### src/rtl/memory_stage_unit.sv
// MEM stage: drives load/store/stack beats to word memory; MEM/WB regs update 1 cycle after the last beat.
// Backpressure: Stall holds upstream while a beat waits for mem_ready; TIMEOUT waits abort with sticky Mem_Error.

module memory_stage_unit #(
  parameter int ADDR_W  = 12,
  parameter int TIMEOUT = 15
) (
  input  logic              clk,
  input  logic              rst,
  input  logic              MR,
  input  logic              MW,
  input  logic              WB,
  input  logic              JWSP,
  input  logic              Stack_PC,
  input  logic              Stack_Flags,
  input  logic [2:0]        WB_Address,
  input  logic [31:0]       Data,
  input  logic [31:0]       Address,
  input  logic [2:0]        Final_Flags,
  output logic              mem_req,
  output logic              mem_we,
  output logic [ADDR_W-1:0] mem_addr,
  output logic [15:0]       mem_wdata,
  input  logic [15:0]       mem_rdata,
  input  logic              mem_ready,
  output logic              Stall,
  output logic              WB_Out,
  output logic [2:0]        WB_Address_Out,
  output logic [15:0]       WB_Data,
  output logic [2:0]        Flags_From_Memory,
  output logic              Flags_Load,
  output logic [31:0]       PC_From_Memory,
  output logic              PC_Load,
  output logic              Mem_Error
);

  localparam int CW = (TIMEOUT < 2) ? 1 : $clog2(TIMEOUT);

  typedef enum logic [1:0] {IDLE, BEAT0, BEAT1} state_e;

  state_e              state_q, state_d;
  logic [CW-1:0]       cnt_q, cnt_d;

  // Operation captured at issue; later beats are driven only from these.
  logic                rd_q, we_q, pc_q, fl_q, wb_q;
  logic [2:0]          wba_q, ff_q;
  logic [31:0]         data_q;
  logic [ADDR_W-1:0]   addr_q;
  logic [15:0]         lo_q;

  logic                wb_out_q, flags_load_q, pc_load_q, err_q;
  logic [2:0]          wba_out_q, flags_q;
  logic [15:0]         wb_data_q;
  logic [31:0]         pc_mem_q;

  logic                pending, beat_hi, last_beat, done, tmo;
  logic                cur_rd, cur_we, cur_pc, cur_fl, cur_wb;
  logic [2:0]          cur_wba, cur_ff;
  logic [31:0]         cur_data;
  logic [ADDR_W-1:0]   beat_addr;
  logic [15:0]         beat_wdata;

  logic                unused_ok;
  assign unused_ok = ^{JWSP, Address[31:ADDR_W]};

  always_comb begin
    pending   = 1'b1;
    beat_hi   = 1'b0;
    cur_rd    = rd_q;
    cur_we    = we_q;
    cur_pc    = pc_q;
    cur_fl    = fl_q;
    cur_wb    = wb_q;
    cur_wba   = wba_q;
    cur_ff    = ff_q;
    cur_data  = data_q;
    beat_addr = addr_q;
    case (state_q)
      IDLE: begin
        pending   = MR | MW;
        cur_rd    = MR;
        cur_we    = MW & ~MR;
        cur_pc    = Stack_PC;
        cur_fl    = Stack_Flags & ~Stack_PC;
        cur_wb    = WB;
        cur_wba   = WB_Address;
        cur_ff    = Final_Flags;
        cur_data  = Data;
        beat_addr = Address[ADDR_W-1:0];
      end
      BEAT1: begin
        beat_hi   = 1'b1;
        beat_addr = addr_q + ADDR_W'(1);
      end
      default: ;
    endcase
  end

  always_comb begin
    if (beat_hi)
      beat_wdata = cur_data[31:16];
    else if (cur_fl && cur_we)
      beat_wdata = {13'b0, cur_ff};
    else
      beat_wdata = cur_data[15:0];
  end

  assign last_beat = beat_hi | ~cur_pc;
  assign done      = pending & mem_ready & last_beat;
  assign tmo       = pending & ~mem_ready & (cnt_q == CW'(TIMEOUT - 1));

  assign mem_req   = pending & ~rst;
  assign mem_we    = mem_req & cur_we;
  assign mem_addr  = mem_req ? beat_addr : '0;
  assign mem_wdata = mem_req ? beat_wdata : '0;
  // An aborted access also releases Stall so the same instruction is not reissued.
  assign Stall     = pending & ~done & ~tmo & ~rst;

  always_comb begin
    state_d = state_q;
    cnt_d   = cnt_q;
    if (pending) begin
      if (done || tmo) begin
        state_d = IDLE;
        cnt_d   = '0;
      end else if (mem_ready) begin
        state_d = BEAT1;
        cnt_d   = '0;
      end else begin
        state_d = (state_q == IDLE) ? BEAT0 : state_q;
        cnt_d   = cnt_q + CW'(1);
      end
    end
  end

  always_ff @(posedge clk) begin
    if (rst) begin
      state_q      <= IDLE;
      cnt_q        <= '0;
      rd_q         <= 1'b0;
      we_q         <= 1'b0;
      pc_q         <= 1'b0;
      fl_q         <= 1'b0;
      wb_q         <= 1'b0;
      wba_q        <= '0;
      ff_q         <= '0;
      data_q       <= '0;
      addr_q       <= '0;
      lo_q         <= '0;
      wb_out_q     <= 1'b0;
      wba_out_q    <= '0;
      wb_data_q    <= '0;
      flags_q      <= '0;
      flags_load_q <= 1'b0;
      pc_mem_q     <= '0;
      pc_load_q    <= 1'b0;
      err_q        <= 1'b0;
    end else begin
      state_q      <= state_d;
      cnt_q        <= cnt_d;
      wb_out_q     <= 1'b0;
      flags_load_q <= 1'b0;
      pc_load_q    <= 1'b0;
      if (!pending) begin
        wb_out_q  <= WB;
        wba_out_q <= WB_Address;
        wb_data_q <= Data[15:0];
      end else if (done) begin
        wb_out_q  <= cur_wb & ~(cur_fl & cur_rd);
        wba_out_q <= cur_wba;
        wb_data_q <= cur_rd ? mem_rdata : cur_data[15:0];
        if (cur_pc && cur_rd) begin
          pc_mem_q  <= {mem_rdata, lo_q};
          pc_load_q <= 1'b1;
        end
        if (cur_fl && cur_rd) begin
          flags_q      <= mem_rdata[2:0];
          flags_load_q <= 1'b1;
        end
      end else if (tmo) begin
        err_q <= 1'b1;
      end else begin
        rd_q   <= cur_rd;
        we_q   <= cur_we;
        pc_q   <= cur_pc;
        fl_q   <= cur_fl;
        wb_q   <= cur_wb;
        wba_q  <= cur_wba;
        ff_q   <= cur_ff;
        data_q <= cur_data;
        if (state_q == IDLE)
          addr_q <= beat_addr;
        if (mem_ready)
          lo_q <= mem_rdata;
      end
    end
  end

  assign WB_Out            = wb_out_q;
  assign WB_Address_Out    = wba_out_q;
  assign WB_Data           = wb_data_q;
  assign Flags_From_Memory = flags_q;
  assign Flags_Load        = flags_load_q;
  assign PC_From_Memory    = pc_mem_q;
  assign PC_Load           = pc_load_q;
  assign Mem_Error         = err_q;

endmodule
### config.mk
export PLATFORM = sky130hd
export DESIGN_NAME = memory_stage_unit
export DESIGN_NICKNAME = d
export VERILOG_FILES = /design/src/rtl/memory_stage_unit.sv
export SDC_FILE = /design/constraint.sdc
export NUM_CORES = 1
export LEC_CHECK = 0
export BUFFER_PORTS_ARGS = -buffer_cell sky130_fd_sc_hd__buf_2
export CORE_ASPECT_RATIO = 1.75
export CORE_MARGIN = 2
export CORE_UTILIZATION = 50
export DETAILED_ROUTE_END_ITERATION = 7
export HOLD_SLACK_MARGIN = 0.15
export PLACE_DENSITY = 0.77
export SETUP_SLACK_MARGIN = 0.05
export SLEW_MARGIN = 20
export SYNTH_ARGS = -nofsm -noshare
export SYNTH_HDL_FRONTEND = slang
export SYNTH_SLANG_ARGS = --single-unit
### constraint.sdc
create_clock -name clk -period 3.35 [get_ports clk]
set_input_delay 0.5025 -clock clk [delete_from_list [all_inputs] [get_ports clk]]
set_output_delay 0.5025 -clock clk [all_outputs]
set_load 0.1 [all_outputs]
Word-level counts from Yosys, hierarchy flattened
Index checks and enable logic that the tools add are counted.

Flip-flop bits (word level): 135. Latch bits: 0. RAM bits: 0. ROM bits: 0. Input bits: 95. Output and inout bits: 89. Logic and storage cells: 92. Memories: 0.

$add $sub $neg: 2. Multiply operators: 0. Divide/modulo/power cells: 0. Magnitude comparators: 0. Equal/unequal tests: 3. Shift-type cells: 0. Multiplexer cells: 29. Bitwise operators: 24. Reductions and logical operators: 14.

Operator list (number): 16-bit two-way mux (6); 32-bit two-way mux (1); 12-bit one-hot mux with 2 select lines (1); 1-bit AND (13); 12-bit by 1-bit adder with 12-bit output, second input constant (1); 12-bit two-way mux (1); 3-bit two-way mux (4); 3-bit AND reduction (4); 1-bit two-way mux (11); 1-bit inverter (9); 4-bit two-way mux (2); 4-bit AND reduction (2); 2-bit two-way mux (3); 4-bit by 1-bit adder with 4-bit output, second input constant (1); 4-bit equality test, second input constant (1); 1-bit logical AND (3); 3-bit nonzero test (1); 3-bit OR reduction (1); 2-bit equality test, second input constant (1); 2-bit logical NOT (1); 2-bit by 1-bit inequality test with 1-bit output, second input constant (1); 1-bit bitwise OR (2); 2-bit AND reduction (1); 1-bit logical OR (1).

Longest topological paths before layout
Depth after elaboration: 9. Gate-level depth with buffers: 8. Mapped depth without buffers: 6.

Worst setup path before layout
Ideal clock, no wire load.

Path kind: in2out. Start: in MW. End: out Stall. Data arrival time: 3.347 ns. Data required time: 2.847 ns. Slack: -0.500 ns. Stages: 3. Buffers on the path: 0. Cells stage by stage: or4_1 and4_1 nor3_1.

Longest elaborated chain between the ends: 8. Elaborated cells between the ends (all ways): 11. Classes of those cells: 1 x mux; 10 x bitwise.

Ends and longest elaborated chain: start: declaration (line 11) `input logic MW,`; 1-bit bitwise OR * (line 80) `pending = MR | MW;`; 1-bit two-way mux * (line 78) `case (state_q)`; 1-bit AND (2 in series) (line 109) `assign done = pending & mem_ready & last_beat;`; 1-bit inverter (no source line); 1-bit AND (line 117) `assign Stall = pending & ~done & ~tmo & ~rst;`; 1-bit AND * (2 in series) (line 117); end: declaration (line 26) `output logic Stall,`.

Every way passes the cells marked *; elsewhere a longest branch is shown, timed or not.

Worst setup path in the final report
Start: reg state_q[1]. End: out mem_wdata[2].

Longest elaborated chain between the ends: 6. Elaborated cells between the ends (all ways): 13. Classes of those cells: 1 x eq/ne; 9 x mux; 1 x bitwise; 2 x reduce/logical.

Ends and longest elaborated chain: start: declaration (line 41) `state_e state_q, state_d;`; start signal: assignment (line 159) `state_q <= state_d;`; 2-bit logical NOT (line 78); 1-bit two-way mux (line 78); 1-bit logical AND (line 102) `else if (cur_fl && cur_we)`; 16-bit two-way mux (line 102); 16-bit two-way mux (line 100) `if (beat_hi)`; 16-bit two-way mux * (line 115) `assign mem_wdata = mem_req ? beat_wdata : '0;`; end: declaration (line 23) `output logic [15:0] mem_wdata,`.

Marks and branches as above.

==> results.json <==
{
  "status": "finished, final reports clean",
  "setup_viol": 0,
  "viasPerCell": 5.70,
  "syn_nets": 885,
  "drv_cap": 0,
  "yosysMostFrequentCell": "nand2_1",
  "grt_use_total": 0.257,
  "num_vias": 6279,
  "report.final.slew_viol_count": 0,
  "area_growth_pct": 31.3,
  "fin_worst_skew_ns": 0.0111,
  "crit_path_start_kind": "flop",
  "place.gp.congestion": 0.890,
  "p_total_w": 0.00487,
  "max_slew.worst_pin.slew_ns": 1.06,
  "grtUsageMet1": 0.303,
  "grt_pass1_wl_mm": 29.3,
  "start_util": 0.514,
  "synth_top_cell_area_share": 0.421,
  "drc_errors": 0,
  "hold_path.class": "in -> reg",
  "synth.cells.most_frequent": "nand2_1, dfxtp_1, a21oi_1",
  "cts_buffers": 17,
  "postCtsHoldBufs": 0,
  "busiest_layer": "met2",
  "grt_max_degree": 89,
  "seqCellArea_sq_um": 2710,
  "fmax_mhz": 320,
  "path_max_fanout": 22,
  "io_pins": 184,
  "synth_area_sq_um": 6430,
  "antenna_left": 0,
  "p_leak_nw": 3.44,
  "slowest_stage": "or4b_4",
  "place_inst": 1062,
  "synthCells": 787,
  "dpl.hpwl_mm": 12.4,
  "met3_usage": 0.0485,
  "grt.met2_usage": 0.444,
  "clk_pin_slew_worst_paths_ns": 0.06,
  "cts_buffer_depth": 2,
  "final.setup.tns_ns": 0,
  "crit_arrival_ns": 2.63,
  "drt-initial-drc-count": 372,
  "path_class": "reg -> out",
  "grt-ovfl-total": 0,
  "placed_area_sq_um": 7780,
  "clock_latency_ns": 0.42,
  "peakVddDrop_uv": 361,
  "drive_gt1_frac": 0.290,
  "cts.sinks": 135,
  "seq_area_frac_synth": 0.421,
  "synthArstFlopShare": 0,
  "relSlewSlack": 0.293,
  "first_pass_iters": 5,
  "holdCritStartpoint": "Data[22]",
  "post_drt_wl_per_cell_um": 16.2,
  "ff2ff_setup_slack_ns": 0.70,
  "fp.coreArea_sq_um": 12500,
  "rsz0062_at_grt": "false",
  "wl_mm": 17.8,
  "period_minus_slack_ns": 3.13,
  "hold_violations": 0,
  "slowest_delay_ns": 0.60,
  "synth_area_leader_cell": "dfxtp_1",
  "antenna_found_initial": 2,
  "grt_pass1_vias": 5975,
  "post-route-period-util": 0.934,
  "dieWidth_um": 89.7,
  "root_buffer": "clkbuf_16",
  "r2r-start": "state_q[1]",
  "avgSynthCellArea_sq_um": 8.17,
  "crit_chain": "or4b_4, a22oi_2, nor3b_1, nor4_4, buf_12",
  "cp.required_ns": 2.85,
  "cts_tree": "yes",
  "ys_types": 66,
  "fillers": 1053,
  "netlist_top_cells_area": "dfxtp_1, nand2_1, a21oi_1",
  "stdcell_count": 1101,
  "power_density_nw_per_um2": 577,
  "fin_area_sq_um": 8440,
  "end_kind": "output pin",
  "nets": 1016,
  "yosys_most_used_dff": "dfxtp_1",
  "synth_edf_count": 0,
  "timing.hold.ws_ns": 0.317,
  "port_buffers": 162,
  "die-area_sq_um": 13800,
  "num_rows": 54,
  "crit_path_start": "state_q[1]",
  "die_height_um": 154,
  "ys_seq_elements": 135,
  "yosysWarnings": 0,
  "htree_levels": 4,
  "multi_input_area_sq_um": 3470
}
-- power breakdown --
group | switching [W] | internal [W] | leakage (nW) | total (W)
Sequential | 0.0000753 | 0.00171 | 1.11 | 0.00178
Clock | 0.000800 | 0.00105 | 0.278 | 0.00185
Combinational | 0.000841 | 0.000389 | 2.06 | 0.00123
Total | 0.00172 | 0.00315 | 3.44 | 0.00487
-- state kept, by name (all words and copies together), names as in the netlist --
signal	count
pc_q	1
WB_Address_Out	3
cnt_q	4
fl_q	1
data_q	32
Mem_Error	1
WB_Out	1
we_q	1
PC_From_Memory	32
wb_q	1
state_q	2
WB_Data	16
ff_q	3
Flags_From_Memory	3
addr_q	12
Flags_Load	1
PC_Load	1
wba_q	3
rd_q	1
lo_q	16
-- path summary, 6_finish.rpt --
kind | endpoint | cells past startpoint
setup reg to reg | WB_Data[15] | 5
setup / recovery | mem_wdata[2] | 5
hold reg to reg | PC_From_Memory[14] | 2
hold / removal | data_q[22] | 3
-- routing by layer --
layer  part of all wire  wire length (um)  vias up
met5                  0                 0        -
met4              0.035               622        0
met3              0.055               977       46
met2               0.51              9080      248
met1               0.40              7160     2929
li1                   -                 -     3056
-- cells in the final DEF (no fill, tap or decap), types with 3 or more instances in the layout --
master / netlist / routed
or3b_1: 3 / 3
inv_1: 5 / 5
mux2i_1: 37 / 37
and3_1: 8 / 8
or2_2: 3 / 3
nand4_1: 3 / 3
nand2_1: 155 / 155
buf_4: 5 / 17
a311oi_1: 4 / 4
nor2b_1: 4 / 3
dfxtp_1: 135 / 133
ha_1: 3 / 3
a31oi_1: 22 / 21
o22ai_1: 3 / 3
inv_6: 0 / 6
o21ai_0: 11 / 10
nor2_1: 68 / 67
clkbuf_16: 0 / 17
nor4_4: 0 / 4
clkinvlp_4: 0 / 3
a211o_1: 16 / 16
nand3_1: 27 / 27
buf_12: 1 / 32
or3_1: 13 / 13
or4_1: 3 / 3
buf_2: 18 / 131
a211oi_2: 20 / 19
a21oi_1: 104 / 93
a21oi_2: 0 / 11
nor3b_1: 3 / 3
nor3_2: 0 / 4
a211oi_1: 11 / 11
nor3_1: 13 / 9
-- per-stage QoR --
stage               utilization  setup WS, ns
floorplan                     -        0.0511
global placement          0.622         0.497
detailed placement        0.622         0.472
CTS                       0.674         0.115
global route              0.675         0.141
finish                    0.675         0.222
-- critical path, delay by kind of cell, from the launching register on --
family                 cells  cell delay [ns]
AOI/OAI and AO/OA          1             0.38
DFF                        1             0.46
buffers and inverters      1             0.22
and+or+nand+nor            3             1.14
-- cell type report --
type / instances / area share
multi-input cells: 576 / 0.411
repair buffers: 181 / 0.170
inverters: 7 / 0.00311
clock buffers: 17 / 0.0504
flip-flops and latches: 135 / 0.321
clock inverters: 15 / 0.0191
diodes: 2 / 0.000593
well taps: 168 / 0.0249
-- cell families (layout without fill, tap and decap cells) --
logic type                 after synthesis  count (layout)  synth area share
buffers and inverters                   76             220            0.0580
AOI/OAI and AO/OA                      214             214             0.227
and+or+nand+nor                        321             321             0.229
other                                    0               2                 0
DFF                                    135             135             0.421
adders and majority gates                3               3           0.00584
muxes                                   38              38            0.0594
-- repair_timing --
item	in CTS	in global routing
setup endpoints to repair	8	4
pin swaps	1	1
gates resized for setup	2	1
buffers inserted	4	0
Power figures use the tool's default switching activity.
